$ cat src/rtl/key_evt_pkg.sv
// rtl/key_evt_pkg.sv - shared event codes and channel FSM state encoding
package key_evt_pkg;

    localparam logic [1:0] EVT_PRESS   = 2'd0;
    localparam logic [1:0] EVT_RELEASE = 2'd1;
    localparam logic [1:0] EVT_LONG    = 2'd2;
    localparam logic [1:0] EVT_REPEAT  = 2'd3;

    typedef enum logic [1:0] {
        ST_IDLE = 2'd0,
        ST_DOWN = 2'd1,
        ST_HELD = 2'd2
    } key_state_t;

endpackage

$ cat src/rtl/key_channel_fsm.sv
// rtl/key_channel_fsm.sv - one key channel: press/long/repeat FSM, hold counter, one-deep slot
module key_channel_fsm
    import key_evt_pkg::*;
#(
    parameter int unsigned LONG_CYCLES   = 50_000_000,
    parameter int unsigned REPEAT_CYCLES = 10_000_000,
    parameter bit          REPEAT_EN     = 1'b1
) (
    input  logic       clk,
    input  logic       rst_n,
    input  logic       rise,
    input  logic       fall,
    input  logic       drain,
    output logic       pend,
    output logic [1:0] pend_type,
    output logic       drop
);

    localparam logic [31:0] LONG_TERM   = 32'(LONG_CYCLES - 1);
    localparam logic [31:0] REPEAT_TERM = 32'(REPEAT_CYCLES - 1);

    key_state_t  state;
    logic [31:0] cnt;
    logic        gen;
    logic [1:0]  gen_type;

    // A falling edge wins over a LONG/REPEAT that is due in the same cycle.
    always_comb begin
        gen      = 1'b0;
        gen_type = EVT_PRESS;
        case (state)
            ST_IDLE: begin
                if (rise) begin
                    gen      = 1'b1;
                    gen_type = EVT_PRESS;
                end
            end
            ST_DOWN: begin
                if (fall) begin
                    gen      = 1'b1;
                    gen_type = EVT_RELEASE;
                end else if (cnt == LONG_TERM) begin
                    gen      = 1'b1;
                    gen_type = EVT_LONG;
                end
            end
            ST_HELD: begin
                if (fall) begin
                    gen      = 1'b1;
                    gen_type = EVT_RELEASE;
                end else if (REPEAT_EN && cnt == REPEAT_TERM) begin
                    gen      = 1'b1;
                    gen_type = EVT_REPEAT;
                end
            end
            default: ;
        endcase
    end

    assign drop = gen && pend && !drain;

    always_ff @(posedge clk or negedge rst_n) begin
        if (!rst_n) begin
            state     <= ST_IDLE;
            cnt       <= 32'd0;
            pend      <= 1'b0;
            pend_type <= EVT_PRESS;
        end else begin
            case (state)
                ST_IDLE: begin
                    if (rise) begin
                        state <= ST_DOWN;
                        cnt   <= 32'd0;
                    end
                end
                ST_DOWN: begin
                    if (fall) begin
                        state <= ST_IDLE;
                        cnt   <= 32'd0;
                    end else if (cnt == LONG_TERM) begin
                        state <= ST_HELD;
                        cnt   <= 32'd0;
                    end else begin
                        cnt <= cnt + 32'd1;
                    end
                end
                ST_HELD: begin
                    if (fall) begin
                        state <= ST_IDLE;
                        cnt   <= 32'd0;
                    end else if (!REPEAT_EN || cnt == REPEAT_TERM) begin
                        cnt <= 32'd0;
                    end else begin
                        cnt <= cnt + 32'd1;
                    end
                end
                default: begin
                    state <= ST_IDLE;
                    cnt   <= 32'd0;
                end
            endcase

            // The slot may be refilled in the same cycle it drains to the output.
            if (gen && (!pend || drain)) begin
                pend      <= 1'b1;
                pend_type <= gen_type;
            end else if (drain) begin
                pend <= 1'b0;
            end
        end
    end

endmodule

$ cat src/rtl/key_event_decoder.sv
// rtl/key_event_decoder.sv - key edge capture, per-channel event FSMs, priority arbiter, event port
module key_event_decoder
    import key_evt_pkg::*;
#(
    parameter int unsigned    NCH           = 5,
    parameter int unsigned    LONG_CYCLES   = 50_000_000,
    parameter int unsigned    REPEAT_CYCLES = 10_000_000,
    parameter logic [NCH-1:0] REPEAT_MASK   = 5'b01111
) (
    input  logic           clk,
    input  logic           rst_n,
    input  logic [NCH-1:0] key_stable,
    output logic           evt_valid,
    input  logic           evt_ready,
    output logic [2:0]     evt_chan,
    output logic [1:0]     evt_type,
    output logic           overflow
);

    logic [NCH-1:0] key_q;
    logic [NCH-1:0] key_qq;
    logic [NCH-1:0] rise;
    logic [NCH-1:0] fall;
    logic [NCH-1:0] pend;
    logic [NCH-1:0] drain;
    logic [NCH-1:0] drop;
    logic [1:0]     ptype [NCH];

    logic           load_en;
    logic           any;
    logic [2:0]     sel;
    logic [1:0]     sel_type;

    assign rise = key_q & ~key_qq;
    assign fall = ~key_q & key_qq;

    for (genvar i = 0; i < NCH; i++) begin : g_ch
        key_channel_fsm #(
            .LONG_CYCLES   (LONG_CYCLES),
            .REPEAT_CYCLES (REPEAT_CYCLES),
            .REPEAT_EN     (REPEAT_MASK[i])
        ) u_ch (
            .clk       (clk),
            .rst_n     (rst_n),
            .rise      (rise[i]),
            .fall      (fall[i]),
            .drain     (drain[i]),
            .pend      (pend[i]),
            .pend_type (ptype[i]),
            .drop      (drop[i])
        );
    end

    // Output register refills whenever it is empty or being accepted, so back-to-back events have no bubble.
    assign load_en = !evt_valid || evt_ready;

    always_comb begin
        any      = 1'b0;
        sel      = 3'd0;
        sel_type = EVT_PRESS;
        drain    = '0;
        for (int i = 0; i < NCH; i++) begin
            drain[i] = load_en && pend[i] && !any;
            if (pend[i] && !any) begin
                sel      = 3'(i);
                sel_type = ptype[i];
            end
            any = any | pend[i];
        end
    end

    always_ff @(posedge clk or negedge rst_n) begin
        if (!rst_n) begin
            key_q     <= '0;
            key_qq    <= '0;
            evt_valid <= 1'b0;
            evt_chan  <= 3'd0;
            evt_type  <= EVT_PRESS;
            overflow  <= 1'b0;
        end else begin
            key_q  <= key_stable;
            key_qq <= key_q;
            if (load_en) begin
                evt_valid <= any;
                if (any) begin
                    evt_chan <= sel;
                    evt_type <= sel_type;
                end
            end
            overflow <= overflow | (|drop);
        end
    end

endmodule

$ cat config.mk
export PLATFORM = sky130hd
export DESIGN_NAME = key_event_decoder
export DESIGN_NICKNAME = d
export VERILOG_FILES = /design/src/rtl/key_evt_pkg.sv /design/src/rtl/key_channel_fsm.sv /design/src/rtl/key_event_decoder.sv
export SDC_FILE = /design/constraint.sdc
export NUM_CORES = 1
export LEC_CHECK = 0
export ABC_AREA = 1
export BUFFER_PORTS_ARGS = -buffer_cell sky130_fd_sc_hd__buf_2
export CORE_MARGIN = 3
export CORE_UTILIZATION = 58
export DETAILED_ROUTE_END_ITERATION = 10
export PLACE_DENSITY_LB_ADDON = 0.3
export SYNTH_ARGS = -nofsm -noshare
export SYNTH_HDL_FRONTEND = slang
export SYNTH_SLANG_ARGS = --single-unit
$ cat constraint.sdc
create_clock -name clk -period 2.1 [get_ports clk]
set_input_delay 0.42 -clock clk [delete_from_list [all_inputs] [get_ports clk]]
set_output_delay 0.42 -clock clk [all_outputs]
set_load 0.02 [all_outputs]
==> results.json <==
{
  "status": "completed",
  "gp_congestion": 0.9423,
  "area_growth_pct": 12.65,
  "hp-class": "input port to register",
  "leakagePower_nw": 6.038,
  "finalPower_w": 0.01282,
  "dp_hpwl_um": 20660,
  "vias": 11018,
  "intPower_w": 0.008150,
  "grtUsageTotal_pct": 24.57,
  "cts_buffers": 25,
  "max-vdd-ir-drop_mv": 0.7223,
  "cts_tree": "done",
  "synth_cell_types": 51,
  "drt-pass1-iter-count": 5,
  "rows": 52,
  "worst_slack_ns": 0.06911,
  "dp_cells": 1957,
  "ios": 15,
  "die_h_um": 152.0,
  "p_comb_share_pct": 31.7,
  "yosys_warnings": 0,
  "worst_clock_skew_ns": 0.01906,
  "power_density_mw_per_mm2": 920.4,
  "hold_ws_ns": 0.02213,
  "synthesis.nets": 1704,
  "mostFrequentLayoutCell": "nand2_1",
  "synth_cells": 1671,
  "critical_path_class": "register to register",
  "finalHoldViolCount": 0,
  "place_ws_ns": 0.05311,
  "synth.area.top_cells": "dfrtp_1 (41%), nand2_1 (10%), nor2_1 (8.3%)",
  "cts.clk_slew.worst_paths_ns": 0.06,
  "slew_viol_final": 0,
  "syn-mean-instance-area_um2": 7.401,
  "cts.sinks": 202,
  "antenna_cells": 0,
  "post-route-min-period_ns": 2.031,
  "drt.antenna.violating_nets": 0,
  "clockBufferDepth": 3,
  "start_util_pct": 60.15,
  "grt_max_degree": 57,
  "cp_data_required_time_ns": 2.54,
  "grt_pass1_vias": 10657,
  "wirelength_um": 28880,
  "final_cells": 2010,
  "synth_seq_area_share_pct": 40.87,
  "final_util_pct": 67.76,
  "core_area_mm2": 0.02056,
  "clockPowerShare_pct": 33.7,
  "power_frac_seq_pct": 34.6,
  "fillers": 1693,
  "cts_max_level": 1,
  "finalSetupViolCount": 0,
  "startpoint_type": "register",
  "rsz0062_at_grt": "yes",
  "clock_latency_ns": 0.52,
  "overflow": 0,
  "max_cap_violations": 0,
  "cp-end-kind": "register",
  "worst-slew-pin-transition_ns": 0.5083,
  "arrival_ns": 2.47,
  "p_sw_w": 0.004672,
  "wl_per_cell_um": 14.37,
  "drive_gt1_share_pct": 12.07,
  "relSlewSlack_pct": 66.11,
  "grt_first_pass_wirelength_um": 49580,
  "syn_area_mm2": 0.01237,
  "timing.fmax_ghz": 0.4924,
  "drtIter0Drc": 692,
  "swShare_pct": 36.44,
  "die_w_um": 152.0,
  "viasPerCell": 5.482,
  "die_area_mm2": 0.02311,
  "fin_nets": 1758,
  "ys_ff_latch": 202,
  "final_cell_mix": "nand2_1 (338), nor2_1 (269), inv_1 (221)",
  "port_buffers": 14,
  "min_period_over_period_pct": 96.71,
  "netlist.area_leader.share_pct": 40.87,
  "synth_area_leader_cell": "dfrtp_1",
  "drc": 0,
  "antenna_found_initial": 0,
  "crit_fanout": 15,
  "cts_root_buffer": "clkbuf_16"
}
==> layer usage <==
| metal | global-route usage (%) | routed length (µm) | part of all wire (%) | vias to the layer above |
|---|---|---|---|---|
| met4 | 6.336 | 665 | 2.3 | 0 |
| met2 | 40.64 | 13610 | 47 | 295 |
| met5 | 0 | 0 | 0 | - |
| li1 | - | - | - | 5464 |
| met1 | 34.44 | 13170 | 46 | 5206 |
| met3 | 3.385 | 1432 | 5.0 | 53 |
==> cells by family after synthesis <==
group / Yosys count / synth area share [%]
AOI/OAI and AO/OA: 148 / 6.647
xor gates and xnor gates: 83 / 5.878
adders and majority gates: 25 / 2.529
buffers and inverters: 259 / 8.661
DFF: 202 / 40.87
muxes: 1 / 0.08094
and+or+nand+nor: 953 / 35.33
==> Yosys cell counts (all sizes together) <==
library cell and instances:
nand4 56, a2bb2oi 2, inv 233, a22o 2
xor2 73, mux2i 1, nor3 55, a31oi 2
nand3 124, clkinv 1, a21oi 49, xnor2 10
nor2 313, or2 5, a221oi 2, o21a 2
and2 1, nor3b 6, clkbuf 10, o31ai 3
buf 15, nand3b 5, ha 25, a21boi 2
nand2 367, and3 3, o21ai 69, o211ai 3
dfrtp 202, a22oi 2, nor4 18, o22ai 9
a41oi 1
==> power groups by stage <==
stage	clock network, W	logic [W]	registers, W
6_report	0.00432	0.00407	0.00443
5_1_grt	0.00455	0.00452	0.00447
4_1_cts	0.00440	0.00389	0.00442
3_5_place_dp	0	0.00382	0.00449
3_3_place_gp	0	0.00374	0.00447
2_1_floorplan	0	0.00278	0.00449
==> state kept, by name, indices dropped and copies added, names as in the netlist <==
name,count
evt_valid,1
g_ch.u_ch.pend_type,10
g_ch.u_ch.cnt,160
key_qq,5
evt_type,2
evt_chan,3
g_ch.u_ch.state,10
g_ch.u_ch.pend,5
key_q,5
overflow,1
==> worst paths after layout <==
kind	from	end	slack, ns	cells after the start
max	g_ch[4].u_ch.cnt[1]	g_ch[4].u_ch.state[0]	0.07	12
min	key_stable[1]	key_q[1]	0.02	1
max reg2reg	g_ch[4].u_ch.cnt[1]	g_ch[4].u_ch.state[0]	0.07	12
min reg2reg	key_q[2]	key_qq[2]	0.44	0
max in group asynchronous	rst_n	g_ch[2].u_ch.cnt[3]	1.04	3
min in group asynchronous	rst_n	g_ch[3].u_ch.cnt[19]	0.45	2
==> stage by stage <==
step,setup TNS (ns),cell area [µm²]
2_1_floorplan,0,12370
3_3_place_gp,0,12900
3_5_place_dp,0,12900
4_1_cts,0,13760
5_1_grt,-0.2223,13930
6_report,0,13930
==> worst max-delay path: stages, from the launching register on <==
cell and delay [ns]:
dfrtp_1 0.44, ha_4 0.19, nand3_2 0.11, nor2_4 0.16, inv_1 0.07, nor2_2 0.13
nand3_1 0.14, nand2_1 0.13, nand2_2 0.09, buf_4 0.21, a21oi_4 0.15, nand2_1 0.06
o21ai_0 0.06
==> layout make-up <==
type                       count  area (µm²)  area share, %
multi-input combinational   1210        6342          45.53
timing repair buffer          52       471.7          3.386
sequential                   202        5055          36.29
clock buffer                  31       688.2          4.940
tap                          270       337.8          2.425
clock inverter                11       136.4         0.9790
inverter                     234       899.6          6.458
==> repair_timing <==
action,in CTS,in global routing
endpoints found under the setup margin,4,102
cloned,0,0
setup buffers,0,8
endpoints found under the hold margin,51,0
pin swaps,0,6
hold buffers,3,0
resized for setup,1,31
(Power assumes the default switching activity.)
